--- config.mk ---
export PLATFORM = sky130hd
export DESIGN_NAME = instr_fetch_unit
export DESIGN_NICKNAME = d
export VERILOG_FILES = /design/src/rtl/instr_fetch_unit.sv
export SDC_FILE = /design/constraint.sdc
export NUM_CORES = 1
export LEC_CHECK = 0
export CAP_MARGIN = 20
export CORE_ASPECT_RATIO = 2
export CORE_MARGIN = 4
export CORE_UTILIZATION = 40
export CTS_BUF_LIST = sky130_fd_sc_hd__clkbuf_8
export DETAILED_ROUTE_END_ITERATION = 8
export DONT_BUFFER_PORTS = 1
export HOLD_SLACK_MARGIN = 0.1
export PLACE_DENSITY = 0.57
export SLEW_MARGIN = 15
export SYNTH_ARGS = -nofsm -noshare
export SYNTH_HDL_FRONTEND = slang
export SYNTH_SLANG_ARGS = --single-unit
--- constraint.sdc ---
create_clock -name CLK -period 4.9 [get_ports CLK]
set_clock_uncertainty 0.2 [all_clocks]
set_input_delay 0.98 -clock CLK [delete_from_list [all_inputs] [get_ports CLK]]
set_output_delay 0.98 -clock CLK [all_outputs]
set_load 0.02 [all_outputs]
--- src/rtl/instr_fetch_unit.sv ---
// PC register and instruction fetch stage: IDLE -> FETCH (req/ack) -> EXEC -> FETCH/HALT.
// Optional retired-instruction counter enabled by defining FETCH_RETIRE_CNT_EN.
module instr_fetch_unit #(
    parameter logic [31:0] RESET_PC = 32'h0000_0000
) (
    input  logic        CLK,
    input  logic        reset,
    input  logic        PCWre,
    input  logic [1:0]  PCSrc,
    input  logic [31:0] ext_imm,
    input  logic [31:0] rs_data,
    input  logic [25:0] jmp_addr,
    output logic        imem_req,
    output logic [31:0] imem_addr,
    input  logic        imem_ack,
    input  logic [31:0] imem_rdata,
    output logic [31:0] PC,
    output logic [31:0] Instr,
    output logic [5:0]  Opcode,
    output logic        instr_valid,
    output logic        halted,
    output logic        misalign_err
`ifdef FETCH_RETIRE_CNT_EN
    ,
    output logic [31:0] retired_cnt
`endif
);

    localparam logic [1:0] IDLE  = 2'd0;
    localparam logic [1:0] FETCH = 2'd1;
    localparam logic [1:0] EXEC  = 2'd2;
    localparam logic [1:0] HALT  = 2'd3;

    logic [1:0]  state;
    logic [31:0] pc4;
    logic [31:0] brOff;
    logic [31:0] nextPc;
    logic        jrMisalign;

    assign pc4   = PC + 32'd4;
    assign brOff = ext_imm << 2;

    always_comb begin
        nextPc = pc4;
        case (PCSrc)
            2'b00: nextPc = pc4;
            2'b01: nextPc = pc4 + brOff;
            2'b10: nextPc = {rs_data[31:2], 2'b00};
            2'b11: nextPc = {pc4[31:28], jmp_addr, 2'b00};
            default: nextPc = pc4;
        endcase
    end

    assign jrMisalign = (PCSrc == 2'b10) && (rs_data[1:0] != 2'b00);

    // Outputs decode straight from state so an async reset drops imem_req at once.
    assign imem_req    = (state == FETCH);
    assign imem_addr   = PC;
    assign instr_valid = (state == EXEC);
    assign halted      = (state == HALT);
    assign Opcode      = Instr[31:26];

    always_ff @(posedge CLK or negedge reset) begin
        if (!reset) begin
            state        <= IDLE;
            PC           <= RESET_PC;
            Instr        <= 32'd0;
            misalign_err <= 1'b0;
        end else begin
            case (state)
                IDLE: state <= FETCH;
                FETCH: begin
                    if (imem_ack) begin
                        Instr <= imem_rdata;
                        state <= EXEC;
                    end
                end
                EXEC: begin
                    if (PCWre) begin
                        PC    <= nextPc;
                        state <= FETCH;
                        if (jrMisalign) misalign_err <= 1'b1;
                    end else begin
                        state <= HALT;
                    end
                end
                default: state <= HALT;
            endcase
        end
    end

`ifdef FETCH_RETIRE_CNT_EN
    // Counts every completed EXEC, including the one that halts.
    always_ff @(posedge CLK or negedge reset) begin
        if (!reset) retired_cnt <= 32'd0;
        else if (state == EXEC) retired_cnt <= retired_cnt + 32'd1;
    end
`endif

endmodule

==> results.ini <==
[outcome]
status = finished clean

[clocking]
postCtsSetupRepairBufs = 0
cts.sink_count = 65
clock_tree.root_cell = clkbuf_8
htree_levels = 3
numCtsBuffers = 9
clk_latency_ns = 0.37
cts_buffer_depth = 2
clk_pin_slew_ns = 0.10
cts_tree = done

[pwr]
p_per_area_nw_per_um2 = 302
internal_power_mw = 1.17
power_frac_seq = 0.380
peakVddDrop_mv = 0.147
p_comb_frac = 0.295
p_sw_uw = 655
p_leak_nw = 2.87
swShare = 0.359
clkPwrFrac = 0.325

[logic_synthesis]
ys_async_sr_fraction = 1.00
synth-warning-count = 0
synth.avg_cell_area_sq_um = 9.32
yosysTopAreaCell = dfrtp_1
yosysTopAreaCellShare = 0.290
synth_edf_count = 0
synthCells = 601
synth_area_sq_um = 5600
yosysSeqAreaShare = 0.290
synth.distinct_cells = 58
synthFlopType = dfrtp_1
synth_area_leaders = dfrtp_1, ha_1, mux2_2, mux4_2, buf_4
yosys_register_bits = 65

[critical_path]
worstSetupPathType = reg -> reg
cp-start-kind = register
cp_max_fo = 6
arrival_ns = 4.55
required_ns = 4.94
endpoint_kind = register

[sta]
rsz0062_at_grt = no
hold_viol_final = 0
worstMarginPinSlew_ns = 0.871
period_share = 0.919
setup_ws_ns = 0.397
setup_tns_ns = 0
slew_headroom = 0.420
setup_viol = 0
max_freq_mhz = 222
slew_violations = 0
finalCriticalPeriod_ns = 4.50

[die]
initial_core_util = 0.406
coreArea_sq_um = 13800
die_h_microns = 175
die_area_sq_um = 16100
rows = 61
pin_count = 234
die_w_microns = 91.7

[drt]
drtIter0Drc = 139
drtPass1Iterations = 4
postRouteAntennaNets = 0
routed_wl_microns = 17600
drc_errors = 0
vias_per_cell = 5.85
wl_per_cell_microns = 22.4
via_count = 4603

[placed_design]
post-place-ws_ns = 0.232
numPortBuffers = 0
place.gp.congestion = 0.882
hpwl_microns = 13800

[global_route]
grt.total_usage = 0.213
antenna_found_initial = 3
grt_pass1_wl_microns = 26400
grt_overflow = 0
grt_pass1_vias = 4993
grt_max_degree = 50

[cells_and_area]
drive_gt1_frac = 0.195
layout.nets = 754
area_delta_synth_final_pct = 7.64
nFillCells = 1349

[min_path]
hold_class = in -> async

[job]
drv_cap = 0

==> worst paths after layout <==
kind | start | to | slack [ns] | cells after the start
setup / recovery | PC[2]$_DFFE_PN0P_ | PC[31]$_DFFE_PN0P_ | 0.40 | 17
hold / removal | reset | PC[25]$_DFFE_PN0P_ | 0.27 | 1
setup reg to reg | PC[2]$_DFFE_PN0P_ | PC[31]$_DFFE_PN0P_ | 0.40 | 17
hold reg to reg | state[0]$_DFFE_PN0P_ | state[1]$_DFFE_PN0P_ | 0.36 | 2
max in group asynchronous | reset | Instr[16]$_DFFE_PN0P_ | 3.40 | 1
min in group CLK | state[0]$_DFFE_PN0P_ | state[1]$_DFFE_PN0P_ | 0.36 | 2
==> cells by family (layout without fill, tap and decap cells) <==
family / after synthesis / count (layout) / share of synthesized area
AOI/OAI and AO/OA: 123 / 123 / 0.153
xor gates and xnor gates: 48 / 48 / 0.0750
adders and majority gates: 35 / 35 / 0.0795
buffers and inverters: 80 / 72 / 0.0808
DFF: 65 / 65 / 0.290
muxes: 67 / 67 / 0.168
other: 1 / 6 / 0.000669
and+or+nand+nor: 182 / 182 / 0.152
==> synth_stat cells (18+ instances only) <==
cell      n
mux2_2   37
nand2_1  78
ha_1     34
a21oi_1  36
o21ai_0  20
buf_4    40
xnor2_1  33
mux4_2   18
nor2_1   32
inv_1    18
dfrtp_1  65
==> critical path, cell delays in order (launching register included) <==
cell and delay, ns:
dfrtp_1 0.36, ha_1 0.22, and2_1 0.24, nand4_2 0.22, nor3_2 0.48, nand4_1 0.19, xnor2_1 0.21, ha_1 0.41
nand3_1 0.20, nor2_1 0.20, nand4_1 0.20, nand3b_1 0.14, mux2_2 0.15, o41ai_1 0.06, a2111oi_1 0.44, buf_4 0.19
mux2i_1 0.19, nor3_1 0.08
==> placed cells by master, fill, tap and decap left out, types with 3 or more instances in the layout <==
master     count
and2_1         5
xor2_1        15
nand3_1       15
bufinv_16      3
and3_1         8
inv_1         18
dfrtp_1       65
and4_1         4
nand2b_1       5
o21bai_1       3
clkbuf_8       9
mux2_2        37
a2111oi_0      3
nor3_1        11
o31a_1         3
nand2_1       78
a21oi_1       36
conb_1         4
mux4_2        18
a211oi_1       8
xnor2_1       33
o21ai_0       20
ha_1          34
buf_4         35
o22ai_1        3
mux2i_1       12
nand4_1       10
o221ai_1       3
a21o_1        15
nor2_1        32
nor2b_1        4
o21a_1         7
==> state kept, by name, indices dropped and copies added (netlist names) <==
name          count
Instr            32
PC               30
misalign_err      1
state             2
==> power groups by stage <==
stage               combinational (mW)  sequential (mW)  clock, mW
floorplan                        0.424            0.721          0
global placement                 0.510            0.702          0
detailed placement               0.523            0.705          0
CTS                              0.539            0.694      0.608
global route                     0.589            0.700      0.630
finish                           0.537            0.693      0.593
==> routing by layer <==
metal / track usage / wire (microns) / up-vias
met2: 0.425 / 10000 / 200
met3: 0.0446 / 1030 / 53
li1: - / - / 2115
met4: 0.108 / 841 / 2
met1: 0.196 / 5730 / 2233
met5: 0 / 13 / -
==> repair_timing <==
action	in CTS	in global routing
endpoints found under the hold margin	49	7
hold buffers	2	1
resized for setup	0	1
endpoints found under the setup margin	0	1
==> stage by stage <==
stage	total power [mW]	hold slack (ns)	cells	utilization	cell area (sq um)
final	1.82	0.271	787	0.437	6030
after global routing	1.92	0.271	787	0.437	6030
after CTS	1.84	0.101	784	0.435	6020
after detailed placement	1.23	0.356	766	0.415	5730
after global placement	1.21	0.324	766	0.415	5730
after floorplan	1.15	0.299	604	-	5620
==> layout make-up <==
cell class                 count  area, sq um  share of cell area
sequential                    65         1630               0.270
timing repair buffer          38          310              0.0514
tap                          189          236              0.0392
antenna                        2         5.00            0.000830
multi-input combinational    459         3540               0.586
clock buffer                   9          124              0.0205
clock inverter                 7          125              0.0207
inverter                      18         67.6              0.0112
No activity file was read; power rests on OpenSTA's default activity.
